===== src/rtl/maxpool_layer1.sv =====
// 2x2 stride-2 signed max pooling over a square layer-0 image held in memory.
// Reads each window as four pixels (TL, TR, BL, BR), then writes the maximum to layer-1 memory.
module maxpool_layer1 #(
    parameter int DATA_BITS = 20,
    parameter int IMG_W     = 64
) (
    input  logic                        clock,
    input  logic                        reset,
    input  logic                        start,
    output logic                        busy,
    output logic                        done,
    output logic [11:0]                 rd_addr,
    input  logic signed [DATA_BITS-1:0] rd_data,
    output logic                        wr_en,
    output logic [9:0]                  wr_addr,
    output logic signed [DATA_BITS-1:0] wr_data
);

    localparam int OUT_W = IMG_W / 2;
    localparam int CW    = (OUT_W > 1) ? $clog2(OUT_W) : 1;
    localparam logic [CW-1:0] LAST = CW'(OUT_W - 1);

    typedef enum logic [2:0] {IDLE, RD, WAIT, WR, DONE} state_t;

    state_t                      state, state_nx;
    logic [1:0]                  k;
    logic [CW-1:0]               orow, ocol;
    logic signed [DATA_BITS-1:0] max_val;
    logic [CW:0]                 row_px, col_px;

    always_comb begin
        state_nx = state;
        case (state)
            IDLE:    if (start) state_nx = RD;
            RD:      if (k == 2'd3) state_nx = WAIT;
            WAIT:    state_nx = WR;
            WR:      state_nx = (orow == LAST && ocol == LAST) ? DONE : RD;
            DONE:    state_nx = IDLE;
            default: state_nx = IDLE;
        endcase
    end

    always_ff @(posedge clock or posedge reset) begin
        if (reset) state <= IDLE;
        else       state <= state_nx;
    end

    // Read data lags the address by one cycle: the k=0 datum lands in RD k=1,
    // and the k=3 datum lands in WAIT.
    always_ff @(posedge clock or posedge reset) begin
        if (reset) begin
            k       <= '0;
            orow    <= '0;
            ocol    <= '0;
            max_val <= '0;
        end else begin
            case (state)
                IDLE: begin
                    if (start) begin
                        k    <= '0;
                        orow <= '0;
                        ocol <= '0;
                    end
                end
                RD: begin
                    k <= k + 2'd1;
                    if (k == 2'd1)
                        max_val <= rd_data;
                    else if (k != 2'd0 && rd_data > max_val)
                        max_val <= rd_data;
                end
                WAIT: begin
                    if (rd_data > max_val) max_val <= rd_data;
                end
                WR: begin
                    if (ocol == LAST) begin
                        ocol <= '0;
                        orow <= orow + 1'b1;
                    end else begin
                        ocol <= ocol + 1'b1;
                    end
                end
                default: ;
            endcase
        end
    end

    assign row_px = {orow, k[1]};
    assign col_px = {ocol, k[0]};

    always_comb begin
        busy    = (state == RD) || (state == WAIT) || (state == WR);
        done    = (state == DONE);
        wr_en   = (state == WR);
        rd_addr = '0;
        wr_addr = '0;
        wr_data = '0;
        if (state == RD)
            rd_addr = 12'(row_px) * 12'(IMG_W) + 12'(col_px);
        if (state == WR) begin
            wr_addr = 10'(orow) * 10'(OUT_W) + 10'(ocol);
            wr_data = max_val;
        end
    end

endmodule


===== config.mk =====
export PLATFORM = sky130hd
export DESIGN_NAME = maxpool_layer1
export DESIGN_NICKNAME = d
export VERILOG_FILES = /design/src/rtl/maxpool_layer1.sv
export SDC_FILE = /design/constraint.sdc
export NUM_CORES = 1
export LEC_CHECK = 0
export CAP_MARGIN = 5
export CORE_MARGIN = 3
export CORE_UTILIZATION = 52
export CTS_CLUSTER_SIZE = 14
export DETAILED_ROUTE_END_ITERATION = 8
export PLACE_DENSITY_LB_ADDON = 0.05
export SETUP_SLACK_MARGIN = 0.1
export SYNTH_ARGS = -nofsm -noshare
export SYNTH_HDL_FRONTEND = slang
export SYNTH_SLANG_ARGS = --single-unit

===== constraint.sdc =====
create_clock -name clock -period 4.15 [get_ports clock]
set_clock_uncertainty 0.2 [all_clocks]
set_input_delay 0.83 -clock clock [delete_from_list [all_inputs] [get_ports clock]]
set_output_delay 0.83 -clock clock [all_outputs]
set_load 0.005 [all_outputs]

Word-level counts from Yosys, hierarchy flattened
Index checks and enable logic that the tools add are counted.
{"block": "word_totals", "input_bits": 23, "regBits": 35, "word_cells": 56}
{"block": "op_classes", "n_mux": 18, "n_reduce_logical": 14, "n_addsub": 5, "magnitude_cmp": 1, "n_eq_ne": 13}
{"op": "two-way mux 20 bit", "count": 4}
{"op": "case mux 20 bit (2 select lines)", "count": 1}
{"op": "> comparator 20 bit", "count": 1}
{"op": "case mux 5 bit (2 select lines)", "count": 2}
{"op": "two-way mux 5 bit", "count": 3}
{"op": "adder 12 x 6 -> 12 bit", "count": 1}
{"op": "two-way mux 12 bit", "count": 1}
{"op": "case mux 3 bit (4 select lines)", "count": 1}
{"op": "adder 10 x 5 -> 10 bit", "count": 1}
{"op": "adder 5 x 1 -> 5 bit (second input constant)", "count": 2}
{"op": "equality test 5 bit (second input constant)", "count": 2}
{"op": "two-way mux 10 bit", "count": 1}
{"op": "two-way mux 3 bit", "count": 3}
{"op": "nonzero test 2 bit", "count": 4}
{"op": "equality test 3 x 2 -> 1 bit (second input constant)", "count": 2}
{"op": "inequality test 2 bit (second input constant)", "count": 3}
{"op": "AND reduction 2 bit", "count": 3}
{"op": "AND reduction 3 bit", "count": 2}
{"op": "case mux 2 bit (2 select lines)", "count": 1}
{"op": "equality test 3 x 1 -> 1 bit (second input constant)", "count": 1}
{"op": "equality test 3 bit (second input constant)", "count": 1}
{"op": "zero test 3 bit", "count": 1}
{"op": "inequality test 3 bit (second input constant)", "count": 1}
{"op": "adder 2 x 1 -> 2 bit (second input constant)", "count": 1}
{"op": "6 further kinds", "count": 8}

Depth between registers and ports, before layout
Gate-level depths: netlist (run 1).
{"block": "logic_depth", "depth_word": 5, "mapped_depth": 10, "depth_no_buf": 9}

Least setup slack after synthesis (run 1)
Ideal clock, no wire load.
{"block": "synth_path", "path_kind": "input -> register", "start": "input rd_data[19]", "end": "register max_val[0]", "arrival_time_ps": 2837, "slack_ps": 987, "stages": 9, "required_ps": 3825, "path_buffers": 1, "path_cell_list": "ha_1 nand4_2 nor4_4 a41o_1 a2bb2oi_1 o311ai_1 a22oi_2 buf_6 mux2_4"}
{"block": "synth_via", "elab_chain_len": 4, "elab_cells_between_ends": 5}
{"item": "from (decl)", "line_no": "13", "rtl": "input logic signed [DATA_BITS-1:0] rd_data,"}
{"item": "> comparator 20 bit *", "line_no": "69, 73"}
{"item": "logical AND 1 bit", "line_no": "69", "rtl": "else if (k != 2'd0 && rd_data > max_val)"}
{"item": "inequality test 3 bit (no source line)"}
{"item": "AND reduction 3 bit (no source line) *"}
{"item": "to (signal assigned)", "line_no": "68", "rtl": "max_val <= rd_data;"}
{"item": "to (signal assigned)", "line_no": "70", "rtl": "max_val <= rd_data;"}
{"item": "to (signal assigned)", "line_no": "73", "rtl": "if (rd_data > max_val) max_val <= rd_data;"}
{"item": "to (decl)", "line_no": "28", "rtl": "logic signed [DATA_BITS-1:0] max_val;"}
Mark *: on every way between the ends. The rest lies on a longest branch, timed or not.
A chain may end at the register's enable or synchronous reset.

Final worst setup path (run 1)
{"block": "layout_path", "start": "input rd_data[19]", "end": "register max_val[9]"}
Same word-level chain as after synthesis.

==> results of run 1 <==
==> layout by cell type, fill, tap and decap left out, types with 2 or more instances in the layout <==
master and n:
clkdlybuf4s50_1 67, nand2_1 11, nor2_1 8, clkinv_2 3
a21oi_1 11, and3_1 3, nor2b_1 2, and2_1 43
o21ai_1 3, mux2_4 20, nand3_1 10, inv_1 22
buf_4 4, clkbuf_8 5, nand4_1 5, ha_1 25
o21ai_0 7, a22o_1 3, dfrtp_1 35, nand2b_1 3
nor3_1 2
==> critical path: stages <==
cell	delay [ns]
clkdlybuf4s50_1	0.45
ha_1	0.42
nand4_2	0.20
nor4_4	0.35
a41o_1	0.24
a2bb2oi_1	0.16
o311ai_1	0.12
a22oi_2	0.19
buf_4	0.31
mux2_4	0.33
==> power by group through the flow <==
stage | registers (uW) | logic (uW) | clock network [uW]
after floorplan | 568 | 849 | 0
after detailed placement | 607 | 1150 | 0
after global routing | 630 | 1260 | 260
after CTS | 606 | 1150 | 245
final | 606 | 1140 | 238
after global placement | 602 | 1100 | 0
==> how the worst max path moves through the flow <==
| stage | from | end | cells after the start |
|---|---|---|---|
| after floorplan | rd_data[19] | max_val[0]$_DFFE_PP0P_ | 9 |
| after global placement | rd_data[19] | max_val[7]$_DFFE_PP0P_ | 10 |
| after detailed placement | rd_data[19] | max_val[13]$_DFFE_PP0P_ | 10 |
| after CTS | rd_data[19] | max_val[13]$_DFFE_PP0P_ | 10 |
| after global routing | rd_data[19] | max_val[13]$_DFFE_PP0P_ | 10 |
| final | rd_data[19] | max_val[9]$_DFFE_PP0P_ | 10 |
==> cell type report <==
cell class / count / area (um2) / area share (%)
Sequential cell: 35 / 876 / 26.9
Inverter: 22 / 82.6 / 2.54
Multi-Input combinational cell: 179 / 1450 / 44.5
Timing Repair Buffer: 71 / 701 / 21.5
Tap cell: 52 / 65.1 / 2.00
Clock buffer: 5 / 68.8 / 2.11
Clock inverter: 3 / 15.0 / 0.461
==> per-layer routing <==
metal / wire, um / GRT usage [%]
met1: 2220 / 25.8
met2: 2700 / 36.3
met3: 206 / 3.34
met4: 67 / 5.53
met5: 0 / 0
==> registers in the layout, indices dropped and copies added, names as in the netlist <==
register,count
max_val,20
ocol,5
orow,5
state,3
k,2
==> cells in the mapped netlist (all sizes together), types with 2 or more instances <==
master | instances | area, um2
nand2 | 11 | 41.3
a22oi | 2 | 20.0
nand2b | 4 | 27.5
ha | 25 | 313
nand3 | 10 | 50.1
a21oi | 11 | 55.1
buf | 2 | 22.5
o21ai | 10 | 50.0
inv | 22 | 82.6
dfrtp | 35 | 876
nor3 | 2 | 10.0
mux2 | 21 | 312
nor2 | 8 | 30.0
nor2b | 3 | 21.3
clkbuf | 6 | 22.5
a31o | 2 | 17.5
nand4 | 6 | 43.8
and3 | 3 | 18.8
and2 | 44 | 277
a22o | 3 | 26.3
==> logic make-up after synthesis <==
logic type	count (synthesis)	share of synthesized area, %
flops	35	35.7
xor+xnor	1	0.357
simple gates	97	23.8
mux	22	13.1
compound gates	34	9.03
fa+ha+maj	25	12.8
buf+inv	30	5.20
==> per-stage QoR <==
stage / setup slack (ns) / power [uW] / hold slack (ns) / util [%]
2_1_floorplan: 0.987 / 1420 / 0.265 / -
3_3_place_gp: 0.352 / 1710 / 0.304 / 71.4
3_5_place_dp: 0.237 / 1750 / 0.309 / 71.4
4_1_cts: 0.527 / 2000 / 0.339 / 73.3
5_1_grt: 0.308 / 2150 / 0.359 / 73.3
6_report: 0.513 / 1980 / 0.337 / 73.3
==> results.cfg, run 1 <==
[sta]
min_period_ns = 3.64
setup_tns_ns = 0
setup_viol = 0
hold_viol_final = 0
slew_headroom_pct = 40.5
min_period_over_period_pct = 87.6
rsz0062_at_grt = no
worst_pin_slew_ns = 0.880
timing.final.max_slew_violations = 0
max_freq_mhz = 275

[drt]
firstDrtPassIters = 4
vias = 1985
routed_wl_um = 5200
routed_via_density = 5.41
wl_per_cell_um = 14.2
drt_iter0_drc = 90
drc_errors = 0
ant_nets = 0

[pwr]
ir_drop_mv = 0.283
sw_frac_of_total_pct = 36.7
p_int_uw = 1260
power.clock.fraction_pct = 12.0
power_frac_comb_pct = 57.5
p_switching_uw = 727
power.leakage_uw = 0.00157
seqPwrFrac_pct = 30.5
powerDensity_mw_per_mm2 = 609

[worst_setup_path]
end_kind = register
cp_data_arrival_time_ns = 3.61
reg2reg_depth = 10
path_class = input pin to register
worstReg2RegEnd = max_val[9]$_DFFE_PP0P_
r2r_start = max_val[19]$_DFFE_PP0P_
required_ns = 4.12
worst-path-max-fanout = 14
r2r_setup_slack_ns = 1.12
cp-start-kind = input pin

[place]
dp.cells = 359
dp_hpwl_um = 4030
port_buffers = 67
placed_cell_area_mm2 = 0.00317
place_congestion = 0.779

[yosys]
synthCells = 244
ys_seq_area_share_pct = 35.7
synth-seq-cells = 35
yosys_warnings = 0
syn_nets = 292
synthArstFlopShare_pct = 100
synthesis.area_mm2 = 0.00245
synthFlopType = dfrtp_1
synth_edf_count = 0
syn_area_per_cell_um2 = 10.1
synth_cell_types = 42

[final_layout]
stdcell_area_mm2 = 0.00326
stdcell_count = 367
nNetsFinal = 362
diodes = 0
syn2layout_area_growth_pct = 32.8
nFillCells = 363
drive_gt1_share_pct = 13.0

[global_routing]
grt_pass1_vias = 1925
grtUsageTotal_pct = 20.4
grt_pass1_wl_um = 8850
overflow = 0
grt_max_degree = 36
antenna_found_initial = 0

[die]
dieArea_mm2 = 0.00558
die_h_um = 74.7
rows = 24
die_w_um = 74.7
coreArea_mm2 = 0.00444
start_util_pct = 55.2
io_pins = 68

[flow_run]
drv_cap = 0

[clocking]
post_cts_resized = 0
root_buffer = clkbuf_8
cts_buffer_depth = 2
cts_num_sinks = 35
numCtsBuffers = 5
clock_latency_ns = 0.28
hold_buffers = 0
ctsHtreeMaxLevel = 2
cts_tree = built
cts.clk_slew.worst_paths_ns = 0.07
cts_setup_buffers = 0

[worst_hold_path]
hold_path_depth = 1
hp-start = max_val[12]$_DFFE_PP0P_
holdPathEnd = max_val[12]$_DFFE_PP0P_
hp-class = register to register

[outcome]
status = finished, final reports clean
Note: power is estimated with default switching activity, not from simulation.
==> run 2: changes to the inputs <==
--- a/config.mk
+++ b/config.mk
@@ -5,10 +5,9 @@
 export SDC_FILE = /design/constraint.sdc
 export NUM_CORES = 1
 export LEC_CHECK = 0
-export CAP_MARGIN = 5
+export CAP_MARGIN = 20
 export CORE_MARGIN = 3
 export CORE_UTILIZATION = 52
-export CTS_CLUSTER_SIZE = 14
 export DETAILED_ROUTE_END_ITERATION = 8
 export PLACE_DENSITY_LB_ADDON = 0.05
 export SETUP_SLACK_MARGIN = 0.1
==> results of run 2 <==
No change in the layout: final DEF, timing and power equal those of run 1.
==> run 3: changes to the inputs <==
--- a/config.mk
+++ b/config.mk
@@ -7,7 +7,7 @@
 export LEC_CHECK = 0
 export CAP_MARGIN = 20
 export CORE_MARGIN = 3
-export CORE_UTILIZATION = 52
+export CORE_UTILIZATION = 45
 export DETAILED_ROUTE_END_ITERATION = 8
 export PLACE_DENSITY_LB_ADDON = 0.05
 export SETUP_SLACK_MARGIN = 0.1
==> results.cfg, run 3 (synthesis gave the netlist of run 1 again) <==
[global_routing]
use_met1_pct = 20.9
grt_pass1_vias = 1849
busiest_layer = met2
antenna_found_initial = 0
grtUsageTotal_pct = 17.1
grt_use_met3_pct = 3.39
grt_pass1_wl_um = 8550
overflow = 0
gr-usage-met2_pct = 29.7
grt_max_degree = 36

[worst_setup_path]
reg2reg_depth = 10
path_class = input pin to register
worstPathCellList = clkdlybuf4s50_1 -> ha_1 -> nand4_2 -> nor4_4 -> a41o_1 -> a2bb2oi_1 -> o311ai_1 -> a22oi_2 -> buf_4 -> mux2_4
required_ns = 4.13
r2r_start = max_val[19]$_DFFE_PP0P_
worstReg2RegEnd = max_val[2]$_DFFE_PP0P_
cp-start-kind = input pin
r2r_setup_slack_ns = 1.14
crit_slowest_cell = clkdlybuf4s50_1
cp_data_arrival_time_ns = 3.56
worst-path-max-fanout = 14
critPathMaxStageDelay_ns = 0.42
end_kind = register

[sta]
rsz0062_at_grt = no
min_period_ns = 3.59
setup_tns_ns = 0
hold_viol_final = 0
worst_pin_slew_ns = 0.788
setup_slack_ns = 0.563
max_freq_mhz = 279
setup_viol = 0
timing.final.max_slew_violations = 0
slew_headroom_pct = 47.2
min_period_over_period_pct = 86.4

[clocking]
numCtsBuffers = 5
clock_latency_ns = 0.29
cts.clk_slew.worst_paths_ns = 0.07
cts_tree = built
root_buffer = clkbuf_8
cts_num_sinks = 35
hold_buffers = 0
post_cts_resized = 0
ctsHtreeMaxLevel = 2
cts_buffer_depth = 2
cts_setup_buffers = 0

[pwr]
ir_drop_mv = 0.313
power.leakage_uw = 0.00157
total_power_uw = 1960
powerDensity_mw_per_mm2 = 599

[drt]
routed_via_density = 5.06
routed_wl_um = 5050
vias = 1948
drt_iter0_drc = 58
drc_errors = 0
wl_per_cell_um = 13.1
ant_nets = 0
firstDrtPassIters = 4

[flow_run]
drv_cap = 0

[final_layout]
final_cell_mix = 67 x clkdlybuf4s50_1, 43 x and2_1, 35 x dfrtp_1
final_util_pct = 63.0
largestRegisters = max_val (20), ocol (5), orow (5)
diodes = 0
stdcell_area_mm2 = 0.00328
drive_gt1_share_pct = 12.4
nNetsFinal = 362
layout_commonest_cell = clkdlybuf4s50_1
largest_reg_flops = 20
regMostFlops = max_val
syn2layout_area_growth_pct = 33.6

[die]
coreArea_mm2 = 0.00520
rows = 26
die_w_um = 79.8
dieArea_mm2 = 0.00637
die_h_um = 79.8
start_util_pct = 47.1
io_pins = 68

[outcome]
status = finished, final reports clean

[place]
place_congestion = 0.812
placed_cell_area_mm2 = 0.00320
dpl_worst_slack_ns = 0.258
port_buffers = 67
dp_hpwl_um = 3930

[worst_hold_path]
hp-start = ocol[3]$_DFFE_PP0P_
hp-class = register to register
hold_path_depth = 1
holdPathEnd = ocol[3]$_DFFE_PP0P_
==> run 3: cell types whose count changed in the layout (fill, tap and decap cells not counted) <==
cell	previous run	this run
clkinv_2	3	1
clkbuf_1	0	2
==> run 3: worst max path at each step <==
stage	startpoint	endpoint	slack (ns)	cells past startpoint
after global placement	rd_data[19]	max_val[9]$_DFFE_PP0P_	0.34	10
after detailed placement	rd_data[19]	max_val[7]$_DFFE_PP0P_	0.26	10
after CTS	rd_data[19]	max_val[2]$_DFFE_PP0P_	0.55	10
final	rd_data[19]	max_val[2]$_DFFE_PP0P_	0.56	10
after global routing	rd_data[19]	max_val[8]$_DFFE_PP0P_	0.40	10
after floorplan	rd_data[19]	max_val[0]$_DFFE_PP0P_	0.99	9
==> run 3: stage by stage <==
stage	hold WS, ns	std cells
3_3_place_gp	0.305	377
3_5_place_dp	0.315	377
2_1_floorplan	0.265	244
5_1_grt	0.350	385
4_1_cts	0.325	385
6_report	0.321	385
==> run 3: worst max-delay path: cells and delay by family <==
family | cells | cell delay [ns]
buf+inv | 2 | 0.73
compound gates | 4 | 0.73
simple gates | 2 | 0.53
fa+ha+maj | 1 | 0.39
mux | 1 | 0.33
==> run 3: layer usage <==
layer,share of wire (%),vias to the layer above
li1,-,986
met1,45,907
met2,49,46
met3,4.1,9
met4,1.9,0
met5,0,-
==> run 3: layout make-up <==
type                    count  area [um2]
fillers                   444        1930
multi-input cells         179        1450
flip-flops and latches     35         876
repair buffers             71         701
well taps                  70        87.6
inverters                  22        82.6
clock buffers               7        76.3
clock inverters             1        5.00
==> run 3: report_power, final <==
group / switching, uW / leakage (uW) / total (uW) / internal (uW)
Clock: 121 / 0.0000422 / 239 / 118
Sequential: 121 / 0.000432 / 602 / 482
Combinational: 466 / 0.00109 / 1120 / 656
Total: 708 / 0.00157 / 1960 / 1260
